`config.mk`:
```
export PLATFORM = sky130hd
export DESIGN_NAME = rom_uploader
export DESIGN_NICKNAME = d
export VERILOG_FILES = /design/src/rtl/rom_map_pkg.sv /design/src/rtl/rom_bank_decode.sv /design/src/rtl/rom_uploader.sv
export SDC_FILE = /design/constraint.sdc
export NUM_CORES = 1
export LEC_CHECK = 0
export ABC_AREA = 1
export BUFFER_PORTS_ARGS = -buffer_cell sky130_fd_sc_hd__buf_2
export CAP_MARGIN = 20
export CORE_MARGIN = 4
export CORE_UTILIZATION = 52
export DETAILED_ROUTE_END_ITERATION = 12
export GPL_ROUTABILITY_DRIVEN = 0
export PLACE_DENSITY = 0.87
export SLEW_MARGIN = 10
export SYNTH_ARGS = -nofsm -noshare
export SYNTH_HDL_FRONTEND = slang
export SYNTH_SLANG_ARGS = --single-unit
```
`constraint.sdc`:
```
create_clock -name CLK -period 6 [get_ports CLK]
set_input_delay 1.2 -clock CLK [delete_from_list [all_inputs] [get_ports CLK]]
set_output_delay 1.2 -clock CLK [all_outputs]
set_load 0.02 [all_outputs]
```
`src/rtl/rom_map_pkg.sv`:
```
// -----------------------------------------------------------------------------
// rom_map_pkg: Time Pilot '84 ROM bank map shared by the SD loader and uploader.
// Rev 1.0
// -----------------------------------------------------------------------------
`default_nettype none

package rom_map_pkg;

   localparam logic [24:0] EPROM_BYTES = 25'h2000;
   localparam logic [24:0] PROM_BYTES  = 25'h100;
   localparam logic [24:0] PROM_BASE   = 25'h18000;
   localparam logic [24:0] ROM_LAST    = 25'h184FF;
   localparam int          NUM_BANKS   = 17;

   typedef logic [4:0] bank_idx_t;

   typedef enum logic [1:0] {
      UPL_IDLE    = 2'd0,
      UPL_ISSUE   = 2'd1,
      UPL_WAIT    = 2'd2,
      UPL_CAPTURE = 2'd3
   } upl_state_t;

   typedef struct packed {
      bank_idx_t   bank;
      logic [12:0] offset;
      logic        in_range;
   } rom_loc_t;

   // Twelve 8 KiB EPROMs are followed by five 256 B PROMs starting at bank 12.
   function automatic rom_loc_t rom_decode(input logic [24:0] addr);
      rom_loc_t r;
      r.in_range = (addr <= ROM_LAST);
      if (addr < PROM_BASE) begin
         r.bank   = bank_idx_t'(addr / EPROM_BYTES);
         r.offset = 13'(addr % EPROM_BYTES);
      end else begin
         r.bank   = 5'd12 + bank_idx_t'((addr - PROM_BASE) / PROM_BYTES);
         r.offset = 13'(addr % PROM_BYTES);
      end
      return r;
   endfunction

endpackage

`default_nettype wire

```
`src/rtl/rom_bank_decode.sv`:
```
// -----------------------------------------------------------------------------
// rom_bank_decode: byte address to bank index, one-hot select and bank offset.
// Rev 1.0
// -----------------------------------------------------------------------------
`default_nettype none

module rom_bank_decode
   import rom_map_pkg::*;
(
   input  logic [24:0]          addr_i,
   output bank_idx_t            bank_o,
   output logic [NUM_BANKS-1:0] onehot_o,
   output logic [12:0]          offset_o,
   output logic                 in_range_o
);

   rom_loc_t w_loc;

   always_comb begin
      w_loc      = rom_decode(addr_i);
      bank_o     = w_loc.bank;
      offset_o   = w_loc.offset;
      in_range_o = w_loc.in_range;
      onehot_o   = '0;
      if (w_loc.in_range) begin
         onehot_o = {{(NUM_BANKS-1){1'b0}}, 1'b1} << w_loc.bank;
      end
   end

endmodule

`default_nettype wire

```
`src/rtl/rom_uploader.sv`:
```
// -----------------------------------------------------------------------------
// rom_uploader: services ioctl upload reads from the ROM banks, with checksum.
// Rev 1.0
// -----------------------------------------------------------------------------
`default_nettype none

module rom_uploader
   import rom_map_pkg::*;
#(
   parameter int          RAM_LATENCY = 1,
   parameter logic [24:0] LAST_ADDR   = 25'h184FF
) (
   input  logic                      CLK,
   input  logic                      RESET_N,
   input  logic                      UPLOAD,
   input  logic                      RD,
   input  logic [24:0]               ADDR_UL,
   output logic [7:0]                DIN,
   output logic [12:0]               RAM_ADDR,
   output logic [NUM_BANKS-1:0]      BANK_SEL,
   input  logic [NUM_BANKS-1:0][7:0] BANK_Q,
   output logic                      BUSY,
   output logic                      ACK,
   output logic                      DONE,
   output logic [7:0]                CHECKSUM,
   output logic                      ERR
);

   bank_idx_t             w_dec_bank;
   logic [NUM_BANKS-1:0]  w_dec_onehot;
   logic [12:0]           w_dec_offset;
   logic                  w_dec_in_range;
   logic                  w_accept_ok;
   logic                  w_upload_rise;

   upl_state_t            state_q;
   logic [1:0]            cnt_q;
   bank_idx_t             bank_q;
   logic                  last_q;
   logic                  upload_q;
   logic [7:0]            din_q;
   logic [12:0]           ram_addr_q;
   logic [NUM_BANKS-1:0]  bank_sel_q;
   logic                  busy_q;
   logic                  ack_q;
   logic                  done_q;
   logic [7:0]            csum_q;
   logic                  err_q;

   rom_bank_decode u_decode (
      .addr_i     (ADDR_UL),
      .bank_o     (w_dec_bank),
      .onehot_o   (w_dec_onehot),
      .offset_o   (w_dec_offset),
      .in_range_o (w_dec_in_range)
   );

   assign w_accept_ok   = w_dec_in_range && (ADDR_UL <= LAST_ADDR);
   assign w_upload_rise = UPLOAD && !upload_q;

   always_ff @(posedge CLK or negedge RESET_N) begin
      if (!RESET_N) begin
         state_q    <= UPL_IDLE;
         cnt_q      <= '0;
         bank_q     <= '0;
         last_q     <= 1'b0;
         upload_q   <= 1'b0;
         din_q      <= '0;
         ram_addr_q <= '0;
         bank_sel_q <= '0;
         busy_q     <= 1'b0;
         ack_q      <= 1'b0;
         done_q     <= 1'b0;
         csum_q     <= '0;
         err_q      <= 1'b0;
      end else begin
         upload_q <= UPLOAD;
         ack_q    <= 1'b0;
         done_q   <= 1'b0;
         // Session clear is applied first so a same-cycle RD can still flag ERR.
         if (w_upload_rise) begin
            csum_q <= '0;
            err_q  <= 1'b0;
         end
         if (!UPLOAD) begin
            state_q    <= UPL_IDLE;
            busy_q     <= 1'b0;
            bank_sel_q <= '0;
         end else begin
            case (state_q)
               UPL_IDLE: begin
                  if (RD) begin
                     if (w_accept_ok) begin
                        ram_addr_q <= w_dec_offset;
                        bank_sel_q <= w_dec_onehot;
                        bank_q     <= w_dec_bank;
                        last_q     <= (ADDR_UL == LAST_ADDR);
                        busy_q     <= 1'b1;
                        state_q    <= UPL_ISSUE;
                     end else begin
                        din_q <= 8'hFF;
                        ack_q <= 1'b1;
                        err_q <= 1'b1;
                     end
                  end
               end
               UPL_ISSUE: begin
                  cnt_q   <= 2'(RAM_LATENCY - 1);
                  state_q <= (RAM_LATENCY == 1) ? UPL_CAPTURE : UPL_WAIT;
                  if (RD) err_q <= 1'b1;
               end
               UPL_WAIT: begin
                  cnt_q <= cnt_q - 2'd1;
                  if (cnt_q == 2'd1) state_q <= UPL_CAPTURE;
                  if (RD) err_q <= 1'b1;
               end
               UPL_CAPTURE: begin
                  din_q      <= BANK_Q[bank_q];
                  csum_q     <= csum_q + BANK_Q[bank_q];
                  ack_q      <= 1'b1;
                  done_q     <= last_q;
                  busy_q     <= 1'b0;
                  bank_sel_q <= '0;
                  state_q    <= UPL_IDLE;
                  if (RD) err_q <= 1'b1;
               end
               default: state_q <= UPL_IDLE;
            endcase
         end
      end
   end

   assign DIN      = din_q;
   assign RAM_ADDR = ram_addr_q;
   assign BANK_SEL = bank_sel_q;
   assign BUSY     = busy_q;
   assign ACK      = ack_q;
   assign DONE     = done_q;
   assign CHECKSUM = csum_q;
   assign ERR      = err_q;

endmodule

`default_nettype wire

```
* Word level (Yosys, flattened, before mapping) *
Cells that the tools add are included.

word-level totals
  bits in registers = 61
  latch bits = 0
  memory bits (writable) = 0
  bits in read-only memories = 0
  output and inout bits = 50
  word-level logic and storage cells = 78
  memories = 0

cells by class
  add/sub/neg operators = 4
  multipliers = 0
  divide/modulo/power cells = 0
  $lt $le $gt $ge = 3
  eq/ne operators = 11
  shift-type cells = 1
  multiplexer cells = 35
  bitwise logic cells = 0
  reductions and logical operators = 11

operators by type and width
  kind                                                              count
  2-to-1 mux 17 bit                                                 3
  2-to-1 mux 8 bit                                                  6
  binary-select mux 8 bit (select 5 bit)                            1
  case mux 17 bit (2 select lines)                                  1
  equality test 25 x 17 -> 1 bit, second input constant             1
  less-or-equal comparator 25 x 17 -> 1 bit, second input constant  1
  < comparator 25 x 17 -> 1 bit, second input constant              1
  2-to-1 mux 18 bit                                                 1
  left shift 1 x 5 -> 17 bit, first input constant                  1
  case mux 8 bit (2 select lines)                                   1
  2-to-1 mux 1 bit                                                  13
  subtractor 13 x 1 -> 13 bit, second input constant                1
  inequality test 3 bit, second input constant                      3
  adder 8 bit                                                       1
  2-to-1 mux 2 bit                                                  4
  case mux 2 bit (4 select lines)                                   1
  AND reduction 4 bit                                               2
  < comparator 5 x 6 -> 1 bit, second input constant                1
  case mux 1 bit (2 select lines)                                   3
  AND reduction 3 bit                                               2
  adder 4 x 5 -> 5 bit, first input constant                        1
  equality test 2 x 1 -> 1 bit, second input constant               2
  equality test 2 bit, second input constant                        2
  inequality test 2 bit, second input constant                      2
  9 further kinds                                                   10

* Logic depth before layout (Yosys ltp) *
  depth after elaboration = 8
  gate-level depth with buffers = 21

* By module *
From an unflattened synthesis, not the netlist that was laid out.

unflattened totals
  cell total of the unflattened synthesis = 755
  area, all modules = 5083.6 µm²

modules (own cells, without submodules)
  module           times used  cells each  area an instance (µm²)  sequential area each (µm²)
  rom_uploader     1           637         4325.4                  1526.5
  rom_bank_decode  1           118         758.2                   0.0

* Worst setup path before layout *
No wires, ideal clock.

  kind = input to register
  start = input BANK_Q[40] (netlist bit)
  end = register csum_q[6] (netlist: CHECKSUM[6])
  data arrival time = 2988 ps
  required time = 5917 ps
  slack = 2929 ps
  stages on the path = 17
  path buffers = 0
  path through = inv_1 nand2_1 nand3_1 nand3_1 nand2_1 a31oi_1 nand2_1 o21ai_0 ha_1 inv_1 fa_1 o21ai_0 nand2_1 nand2_1 a21oi_1 xor2_1 o21ai_0

on the way
  word-level cells in the longest chain between the ends = 5

RTL lines
  element                                 line                 RTL
  from (decl)                             rom_uploader.sv:21   input logic [NUM_BANKS-1:0][7:0] BANK_Q,
  binary-select mux 8 bit (select 5 bit)  rom_uploader.sv:119  csum_q <= csum_q + BANK_Q[bank_q];
  2-to-1 mux 8 bit (not written as such)  rom_uploader.sv:119
  adder 8 bit                             rom_uploader.sv:119
  2-to-1 mux 8 bit                        rom_uploader.sv:90   case (state_q)
  2-to-1 mux 8 bit                        rom_uploader.sv:85   if (!UPLOAD) begin
  to (signal assigned)                    rom_uploader.sv:119
  to (decl)                               rom_uploader.sv:47   logic [7:0] csum_q;

Every way passes these cells. The select of a mux whose other input is x is not followed.
A chain may end at the register's enable or synchronous reset.

* Worst setup path after layout *
  start = register bank_q[0]
  end = register csum_q[6] (netlist: CHECKSUM[6])

on the way
  word-level cells in the longest chain between the ends = 5

RTL lines
  element                                 line                 RTL
  from (decl)                             rom_uploader.sv:38   bank_idx_t bank_q;
  from (signal assigned)                  rom_uploader.sv:96   bank_q <= w_dec_bank;
  binary-select mux 8 bit (select 5 bit)  rom_uploader.sv:119
  2-to-1 mux 8 bit (not written as such)  rom_uploader.sv:119
  adder 8 bit                             rom_uploader.sv:119
  2-to-1 mux 8 bit                        rom_uploader.sv:90
  2-to-1 mux 8 bit                        rom_uploader.sv:85

Every way passes these cells. The select of a mux whose other input is x is not followed.

==> run metrics <==
clock latency on the worst-skew pair 0.33 ns; Setup Buffers After CTS 0; top-area cell type share of the netlist area 32.2%; remaining antenna violation count 0; grt total ovfl 0; Max Fclk 302 MHz; wire per inst 14.7 microns; CP required 6.25 ns; pin count of the biggest net entering global routing 66; Slew HR 37.7%; Final Critical Period 3.31 ns; CP endpoint kind flip-flop; Syn Area/Cell between 6 and 7 sq um; Tcrit/Tclk final 55.2%; post-CTS resize count 0; Synth area leaders dfrtp_1, nand2_1, o21ai_0; ys async rst share 100%; share of layout cells above drive strength 1 between 30% and 40%; Num CTS Buffers 9; fin nets 1072; dominant cell type by area after synthesis dfrtp_1; post-synth cell types 40; Final setup viols 0; CTS root buf clkbuf_8; Max IR drop VDD roughly 0.23 mV; Worst Max-Slew Pin Slew 0.933 ns; initial antenna violation count 1; Synth-to-Final Area Change 26.3%; Vias between 5000 and 6000; Die Width approximately 100 microns; startpoint types flip-flop; status finished, final reports clean; clk buf depth 2; Setup Total Neg Slack 0 ns; number of I/O pins 215; vias per cell 5.26; Remaining DRCs 0; RSZ-0062 raised after global routing no; crit path kind flip-flop to flip-flop; critical path arrival 3.56 ns; Post-Syn Area 0.00473 sq mm; HPWL after DPL 11500 microns; post-synthesis net count 878; MaxCap Viol Count 0; Synth Instances 698; TritonCTS clock tree built; floorplan die height between 100 and 150 microns; crit-path max FO 65; cts hold-fix bufs 0; CTS clock-pin slew for the worst setup and hold paths roughly 0.070 ns; clk sinks slightly above 60; first-pass GRT wire length 22700 microns; Core Footprint 0.00881 sq mm; YS warnings 0; die area 0.0107 sq mm; Post-Route WL 14800 microns; R2R setup slack ~2.7 ns; Hold Path Class flip-flop to flip-flop; top_reg_cell synth dfrtp_1; Final Skew 0.0104 ns; All-Layer GR Usage 27.0%; P_leak 0.00329 uW; Initial Util 53.8%; Hold Fails Final Rpt 0; Post-synth EDFFs 0; fin. max-slew vios 0; Seq/Total Area, Yosys 32.2%; DRT Pass-1 Iters 7; synthesized flop and latch total 61; H-tree levels 3; FP Rows 34; vias in the first global route 4793; pwr/cell area approximately 250 mW/mm^2; Port Buf Inserts 214; iteration-0 DRC count of the detailed router 229; Finished Core Util 67.9%
## cell usage after synthesis, types with 11 or more instances
library cell    n
nand2_1       190
nor2_1        100
o21ai_0        78
dfrtp_1        61
inv_1          59
nand3_1        50
o211ai_1       18
ha_1           14
o21ai_2        12
buf_2          11
o21ai_1        11
## power breakdown
group	internal, uW	leakage (uW)	switching (uW)
Sequential	477	0.000819	49.6
Combinational	204	0.00236	368
Clock	257	0.000110	154
## cells by family after synthesis
group / synth area share [%]
xor+xnor: 0.370
flops: 32.2
compound gates: 19.6
fa+ha+maj: 4.12
buf+inv: 9.75
simple gates: 33.9
## stage by stage
step                worst slack, ns  cells  hold WS (ns)  area [sq um]  power [uW]
floorplan                      2.93    698         0.453          4730         911
global placement               2.54    989         0.454          5750        1090
detailed placement             2.48    989         0.458          5750        1110
CTS                            2.71   1005         0.475          5980        1520
global route                   2.22   1006         0.493          5980        1620
finish                         2.69   1006         0.476          5980        1510
## state kept, by name, indices dropped and copies added, names as in the netlist
signal	count
ACK	1
BANK_SEL	17
BUSY	1
CHECKSUM	8
DIN	8
DONE	1
ERR	1
RAM_ADDR	13
bank_q	5
cnt_q	2
last_q	1
state_q	2
upload_q	1
## final cells by class
cell class	instances	area (sq um)
tap	108	135
inverter	66	248
clock inverter	3	67.6
timing repair buffer	217	1090
clock buffer	13	159
multi-input combinational	537	2750
fill	828	2830
antenna	1	2.50
sequential	61	1530
## per-layer routing
metal / vias up / global-route usage, % / share of wire [%]
li1: 2667 / - / -
met1: 2415 / 34.0 / 40
met2: 180 / 46.1 / 50
met3: 27 / 5.57 / 7.6
met4: 0 / 9.16 / 2.3
met5: - / 0 / 0
## cells in the final DEF, fill, tap and decap left out, types with 2 or more instances in the layout
master / count
ha_1: 14
bufinv_16: 2
nand2_4: 2
clkbuf_1: 2
o21ai_0: 78
inv_2: 7
o31ai_2: 4
clkbuf_8: 11
inv_1: 59
nand3_1: 50
nand4_4: 3
xor2_1: 2
a31oi_1: 7
nor2_2: 9
nand3_4: 2
o22ai_1: 7
o21ai_1: 11
nand2_2: 4
dfrtp_1: 60
nor2_1: 100
o211ai_1: 18
nor3_2: 2
buf_4: 3
buf_2: 214
o21ai_2: 12
nand2_1: 190
a21oi_1: 10
## final timing paths
kind / start / endpoint / depth (start not counted)
max in group asynchronous: RESET_N / bank_q[0]$_DFFE_PN0P_ / 2
max: bank_q[0]$_DFFE_PN0P_ / CHECKSUM[6]$_DFF_PN0_ / 16
max reg2reg: bank_q[0]$_DFFE_PN0P_ / CHECKSUM[6]$_DFF_PN0_ / 16
min reg2reg: RAM_ADDR[3]$_DFFE_PN0P_ / RAM_ADDR[3]$_DFFE_PN0P_ / 2
min: RAM_ADDR[3]$_DFFE_PN0P_ / RAM_ADDR[3]$_DFFE_PN0P_ / 2
min in group asynchronous: RESET_N / DIN[5]$_DFFE_PN0P_ / 2
## worst max-delay path: stages (launching register included)
cell and delay [ns]:
dfrtp_2 0.40, inv_2 0.67, o21ai_0 0.19, o22ai_1 0.19
o21ai_0 0.12, nand2_1 0.09, nand2_1 0.07, o21ai_0 0.08
ha_1 0.19, inv_1 0.06, fa_1 0.40, o21ai_0 0.24
nand2_1 0.10, nand2_1 0.07, a21oi_1 0.07, xor2_1 0.14
o21ai_0 0.13
No activity file was read; power rests on OpenSTA's default activity.
